--- config.mk ---
export PLATFORM = sky130hd
export DESIGN_NAME = tc_timer_flat
export DESIGN_NICKNAME = d
export VERILOG_FILES = /design/src/rtl/tc_timer_if.sv /design/src/rtl/tc_timer.sv /design/src/flat_wrapper.sv
export SDC_FILE = /design/constraint.sdc
export NUM_CORES = 1
export LEC_CHECK = 0
export CORE_ASPECT_RATIO = 0.5
export CORE_MARGIN = 2
export CORE_UTILIZATION = 26
export DETAILED_ROUTE_END_ITERATION = 16
export MAX_ROUTING_LAYER = met4
export SLEW_MARGIN = 20
export SYNTH_ARGS = -nofsm -noshare
export SYNTH_HDL_FRONTEND = slang
export SYNTH_SLANG_ARGS = --single-unit
--- constraint.sdc ---
create_clock -name clk -period 3.2 [get_ports clk]
set_clock_uncertainty 0.2 [all_clocks]
set_input_delay 0.64 -clock clk [delete_from_list [all_inputs] [get_ports clk]]
set_output_delay 0.64 -clock clk [all_outputs]
set_load 0.05 [all_outputs]
--- src/rtl/tc_timer_if.sv ---
// Peripheral-bus bundle between the processor bridge and one timer/counter slave.
// The bridge (master) drives the address, write strobe and data; the timer returns read data and the interrupt request.
interface tc_timer_if;
   logic [31:0] Addr;
   logic        WE;
   logic [31:0] Din;
   logic [31:0] Dout;
   logic        IRQ;

   modport master (output Addr, WE, Din, input Dout, IRQ);
   modport slave  (input Addr, WE, Din, output Dout, IRQ);
endinterface

--- src/rtl/tc_timer.sv ---
// Memory-mapped countdown timer: after EN is written, COUNT loads PRESET two edges later and irq_flag rises PRESET+2 edges after the write; reads are combinational.
// Defining TC_IRQ_STATUS_EN turns offset 3 into a STATUS register (bit0 = irq_flag, write 1 to clear); without it, offset 3 reads 0.
module tc_timer #(
   parameter int               CNT_W      = 32,
   parameter logic [CNT_W-1:0] PRESET_RST = '0
) (
   input  logic        clk,
   input  logic        reset,
   tc_timer_if.slave   bus
);
   typedef enum logic [1:0] {IDLE = 2'd0, LOAD = 2'd1, CNT = 2'd2, INT = 2'd3} state_t;

   state_t           state, state_nxt;
   logic [3:0]       ctrl;
   logic [CNT_W-1:0] preset, count;
   logic             irq_flag;

   logic [1:0] off;
   logic       en, auto_rl, im;
   logic       wr_ctrl, wr_preset, wr_stat_clr, cpu_clr, en_after_wr;
   logic       load_cnt, dec_cnt, expire, int_en_clr, int_flag_clr;
   logic       unused_addr;

   assign off     = bus.Addr[3:2];
   assign en      = ctrl[0];
   assign auto_rl = (ctrl[2:1] == 2'b01);
   assign im      = ctrl[3];

   assign wr_ctrl   = bus.WE && (off == 2'd0);
   assign wr_preset = bus.WE && (off == 2'd1);
`ifdef TC_IRQ_STATUS_EN
   assign wr_stat_clr = bus.WE && (off == 2'd3) && bus.Din[0];
`else
   assign wr_stat_clr = 1'b0;
`endif
   assign cpu_clr     = wr_ctrl || wr_preset || wr_stat_clr;
   // The enable the CPU leaves behind decides whether its clear beats a same-edge expiry.
   assign en_after_wr = wr_ctrl ? bus.Din[0] : en;

   assign unused_addr = ^{bus.Addr[31:4], bus.Addr[1:0]};

   always_ff @(posedge clk or posedge reset) begin
      if (reset) state <= IDLE;
      else       state <= state_nxt;
   end

   always_comb begin
      state_nxt = state;
      case (state)
         IDLE:    if (en) state_nxt = LOAD;
         LOAD:    state_nxt = CNT;
         CNT:     if (!en) state_nxt = IDLE;
                  else if (count <= CNT_W'(1)) state_nxt = INT;
         default: state_nxt = IDLE;
      endcase
   end

   always_comb begin
      load_cnt     = (state == LOAD);
      dec_cnt      = (state == CNT) && en && (count > CNT_W'(1));
      expire       = (state == CNT) && en && (count <= CNT_W'(1));
      int_en_clr   = (state == INT) && !auto_rl;
      int_flag_clr = (state == INT) && auto_rl;
   end

   always_ff @(posedge clk or posedge reset) begin
      if (reset) begin
         ctrl     <= 4'd0;
         preset   <= PRESET_RST;
         count    <= '0;
         irq_flag <= 1'b0;
      end else begin
         if (wr_ctrl)         ctrl    <= bus.Din[3:0];
         else if (int_en_clr) ctrl[0] <= 1'b0;

         if (wr_preset) preset <= CNT_W'(bus.Din);

         if (load_cnt)     count <= preset;
         else if (expire)  count <= '0;
         else if (dec_cnt) count <= count - CNT_W'(1);

         if (expire && !(cpu_clr && !en_after_wr)) irq_flag <= 1'b1;
         else if (cpu_clr || int_flag_clr)          irq_flag <= 1'b0;
      end
   end

   always_comb begin
      bus.Dout = 32'd0;
      case (off)
         2'd0:    bus.Dout = {28'd0, ctrl};
         2'd1:    bus.Dout = 32'(preset);
         2'd2:    bus.Dout = 32'(count);
`ifdef TC_IRQ_STATUS_EN
         default: bus.Dout = {31'd0, irq_flag};
`else
         default: bus.Dout = 32'd0;
`endif
      endcase
   end

   assign bus.IRQ = im && irq_flag;
endmodule
--- src/flat_wrapper.sv ---
// flat-port wrapper written by rule: the top's interface ports become plain ports
module tc_timer_flat 
#(
   parameter int               CNT_W      = 32,
   parameter logic [CNT_W-1:0] PRESET_RST = '0
)
  (clk, reset, bus_Addr, bus_WE, bus_Din, bus_Dout, bus_IRQ);
  tc_timer_if bus_i ();
  input  logic clk;
  input  logic reset;
  input wire logic [$bits(bus_i.Addr)-1:0] bus_Addr;
  input wire logic [$bits(bus_i.WE)-1:0] bus_WE;
  input wire logic [$bits(bus_i.Din)-1:0] bus_Din;
  output wire logic [$bits(bus_i.Dout)-1:0] bus_Dout;
  output wire logic [$bits(bus_i.IRQ)-1:0] bus_IRQ;
  assign bus_i.Addr = bus_Addr;
  assign bus_i.WE = bus_WE;
  assign bus_i.Din = bus_Din;
  assign bus_Dout = bus_i.Dout;
  assign bus_IRQ = bus_i.IRQ;
  tc_timer #(.CNT_W(CNT_W), .PRESET_RST(PRESET_RST)) u_core (.clk(clk), .reset(reset), .bus(bus_i));
endmodule
=== Word-level counts from Yosys, hierarchy flattened ===
Index checks and enable logic that the tools add are counted.
Widths: inputs -> output; s select.

* Flip-flop bits (word level): 71
* Logic and storage cells: 51
* Input port bits: 67

* Magnitude comparators: 2
* $add $sub $neg: 1
* Reduce and logical (&&, ||, !) cells: 21
* Muxes and demuxes: 13
* Equal/unequal tests: 8

{| class="wikitable"
|+ Operator list
! operator !! count
|-
| $mux 32 || 3
|-
| $pmux 32 s3 || 1
|-
| $gt 32x1->1 const B || 1
|-
| $le 32x1->1 const B || 1
|-
| $sub 32x1->32 const B || 1
|-
| $logic_and 1x1->1 || 10
|-
| $eq 2x1->1 const B || 3
|-
| $eq 2x2->1 const B || 3
|-
| $mux 2 || 3
|-
| $pmux 2 s3 || 1
|-
| $mux 1 || 5
|-
| $logic_not 2->1 || 2
|-
| $reduce_bool 2->1 || 2
|-
| $logic_not 1->1 || 3
|-
| $ne 3x3->1 const B || 1
|-
| $reduce_bool 3->1 || 1
|-
| $logic_or 1x1->1 || 2
|-
| $ne 2x1->1 const B || 1
|-
| $reduce_and 2->1 || 1
|}

=== Depth between registers and ports, before layout ===
* Depth in word-level cells: 8
* Mapped depth: 8
* Gate-level depth less buffers: 7

=== Least setup slack after synthesis ===
OpenSTA, ideal clock, no wires.

* Kind: input port to output port
* Start: in bus_Addr[3]
* End: out bus_Dout[2]
* Buffers on the path: 1
* Data required time: 2.360 ns
* Data arrival time: 2.099 ns
* Stages on the path: 3
* Setup slack: 0.261 ns
* Cells stage by stage: clkbuf_1 > mux2i_1 > o21ai_0

* Longest elaborated chain between the ends: 2
* Elaborated cells between the ends (all ways): 4
* Those cells by class: 2 x eq/ne; 1 x mux; 1 x reduce/logical

{| class="wikitable"
|+ Ends and longest elaborated chain
! what !! RTL line !! source
|-
| start, declared || flat_wrapper.sv:11 || <nowiki>input wire logic [$bits(bus_i.Addr)-1:0] bus_Addr;</nowiki>
|-
| $eq 2x2->1, or another cell as far along || tc_timer.sv:89 || <nowiki>case (off)</nowiki>
|-
| $pmux 32 s3 (*) || tc_timer.sv:89 ||
|-
| end, declared || flat_wrapper.sv:14 || <nowiki>output wire logic [$bits(bus_i.Dout)-1:0] bus_Dout;</nowiki>
|}

Every way passes the cells marked *; elsewhere a longest branch is shown, timed or not.

=== Worst setup path in the final report ===
* Start: in bus_Addr[2]
* End: out bus_Dout[15]

Same word-level chain as after synthesis.

==> impl_metrics.py <==
metrics = {
    "grt": {
        "antenna_found_initial": 0,
        "grt_pass1_wl_um": 17740,
        "grt_util_all_layers": 0.1422,
        "first_global_vias": 3333,
        "grt_max_degree": 72,
        "gr-total-overflow": 0,
    },
    "clock_tree": {
        "ctsResizeCount": 0,
        "clk_transition_reported_paths_ns": 0.05,
        "clock_latency_ns": 0.34,
        "cts.sinks": 71,
        "cts_buffer_depth": 2,
        "cts_max_level": 3,
        "cts-root-buf": "clkbuf_16",
        "numCtsBuffers": 9,
        "cts_setup_buffers": 0,
        "hold_buffers": 0,
        "tritoncts": "built",
    },
    "yosys": {
        "synth_nets": 440,
        "netlist_area_mm2": 0.003954,
        "yosys.cell_types.count": 60,
        "ys_async_sr_fraction": 1.000,
        "synth_ff_type": "dfrtp_1",
        "synth.avg_cell_area_um2": 10.66,
        "yosysSeqAreaShare": 0.4494,
        "synth_edf_count": 0,
        "syn-instance-count": 371,
        "yosysWarnings": 0,
        "yosys_register_bits": 71,
    },
    "layout": {
        "fillers": 1448,
        "n_antenna_cell": 0,
        "final-seq-area_mm2": 0.001777,
        "layout_commonest_cell": "dfrtp_1",
        "stdcell_count": 642,
        "area_delta_synth_final_pct": 40.32,
        "layout_common_cells": "71 x dfrtp_1, 37 x clkdlybuf4s50_1, 37 x buf_12",
        "finalNetCount": 508,
        "layout-drive-gt1-share": 0.2703,
        "multi_input_area_mm2": 0.002012,
        "post-route-util": 0.3784,
    },
    "timing": {
        "rsz0062_at_grt": "false",
        "fin_hold_ws_ns": 0.3164,
        "finalMaxSlewViolations": 0,
        "tns_ns": 0,
        "hold_viol_final": 0,
        "fmax_mhz": 346.5,
        "setup_viol": 0,
        "tightest_slew_ns": 0.5951,
        "period_share": 0.9018,
        "slew_headroom": 0.5996,
        "finalWorstPathRequiredPeriod_ns": 2.886,
    },
    "power_and_ir_drop": {
        "power_frac_seq": 0.355,
        "p_per_area_mw_per_mm2": 812.6,
        "p_sw_frac": 0.3941,
        "netSwitchingPower_uw": 1777,
        "p_comb_frac": 0.428,
        "p_leak_uw": 0.002212,
        "peakVddDrop_uv": 269.6,
        "p_int_uw": 2731,
        "clkPwrFrac": 0.217,
        "power_uw": 4508,
    },
    "floorplan": {
        "die_y_um": 91.20,
        "fp.dieW_um": 178.4,
        "core-area_mm2": 0.01466,
        "ios": 100,
        "die_area_mm2": 0.01627,
        "num_rows": 31,
        "start_util": 0.2697,
    },
    "setup_path": {
        "reg2regPathDepth": 8,
        "required_ns": 2.36,
        "critPathMaxFanout": 28,
        "cp.arrival_ns": 2.05,
        "critPathKind": "input port to primary output",
        "crit_path_start": "bus_Addr[2]",
        "cp-end-kind": "primary output",
        "rr_startpoint": "u_core.count[0]",
        "r2r_setup_slack_ns": 0.52,
        "startpoint_type": "input port",
    },
    "job": {
        "drv_cap": 0,
    },
    "placement": {
        "portBuffers": 69,
        "place_inst": 626,
        "dp_hpwl_um": 7458,
        "gp_congestion": 0.8112,
    },
    "drt": {
        "routed_wl_um": 10800,
        "ant_nets": 0,
        "dr.pass1.iters": 5,
        "drt_iter0_drc": 245,
        "drc": 0,
        "routed_via_density": 5.212,
        "via_count": 3346,
        "wl_per_cell_um": 16.83,
    },
    "status": {
        "status": "complete, no violations",
    },
    "worst_hold_path": {
        "hold_path_depth": 2,
        "hp-class": "flop to flop",
        "hp-start": "u_core.preset[13]",
    },
}
## state kept, by name (all words and copies together), names as in the netlist
| signal | count |
|---|---|
| u_core.count | 32 |
| u_core.ctrl | 4 |
| u_core.irq_flag | 1 |
| u_core.state | 2 |
| u_core.preset | 32 |
## synthesized netlist by cell type, drive strengths merged (5+ instances only)
cell type  number  area (um2)
or3            10       67.57
clkbuf         16       70.06
nand4           6       43.79
buf            13       87.58
nand3          11       55.05
o21ai          27       135.1
a22oi           5       37.54
mux2           35       394.1
a221o          14       140.1
and3            7       43.79
nor3           15       75.07
dfrtp          71        1777
a31o            5       43.79
nor2           14       60.06
or4             6       50.05
nor4           11       96.34
nand2          12       45.04
a22o           29       256.5
a21oi          10       50.05
## metal layers
layer / global-route usage / routed length [um] / vias to the layer above
met5: - / 0 / -
met4: 0.03252 / 87 / 0
met3: 0.03308 / 414 / 11
met2: 0.2172 / 5192 / 68
met1: 0.1917 / 5108 / 1694
li1: - / - / 1573
## layout make-up
cell class              instances  area share
multi-input cells             267      0.3627
repair buffers                 86      0.2165
clock inverters                 3    0.002706
well taps                     198     0.04466
inverters                       4    0.002706
clock buffers                  13     0.05052
flip-flops and latches         71      0.3203
## metrics by stage
stage          setup WS [ns]  instance area, um2
6_report              0.3142                5548
5_1_grt               0.2365                5548
4_1_cts               0.2990                5548
3_5_place_dp          0.3105                5253
3_3_place_gp          0.3142                5253
2_1_floorplan         0.2606                3954
## power by group through the flow
stage | clock, uW | combinational, uW | sequential, uW
6_report | 977 | 1930 | 1600
5_1_grt | 1030 | 2080 | 1650
4_1_cts | 992 | 1950 | 1590
3_5_place_dp | 0 | 1940 | 1600
3_3_place_gp | 0 | 1910 | 1590
2_1_floorplan | 0 | 1360 | 1430
## cell families after synthesis
logic type	count (synthesis)	share of synthesized area
AND/OR/NAND/NOR	113	0.1744
XOR/XNOR	8	0.01772
adder cells (fa/ha/maj)	2	0.006328
flip-flops	71	0.4494
buffers and inverters	33	0.04367
AO/OA/AOI/OAI	105	0.1987
multiplexers	39	0.1098
## critical path, cell delays in order
cell	delay, ns
clkdlybuf4s50_1	0.47
buf_4	0.19
nor2b_2	0.15
buf_12	0.20
a22o_1	0.23
buf_12	0.16
## final timing paths
kind / to
setup / recovery: bus_Dout[15]
hold reg to reg: u_core.count[13]
min in group asynchronous: u_core.ctrl[2]
hold / removal: u_core.count[13]
setup reg to reg: u_core.count[17]
max in group asynchronous: u_core.preset[17]
No activity file was read; power rests on OpenSTA's default activity.
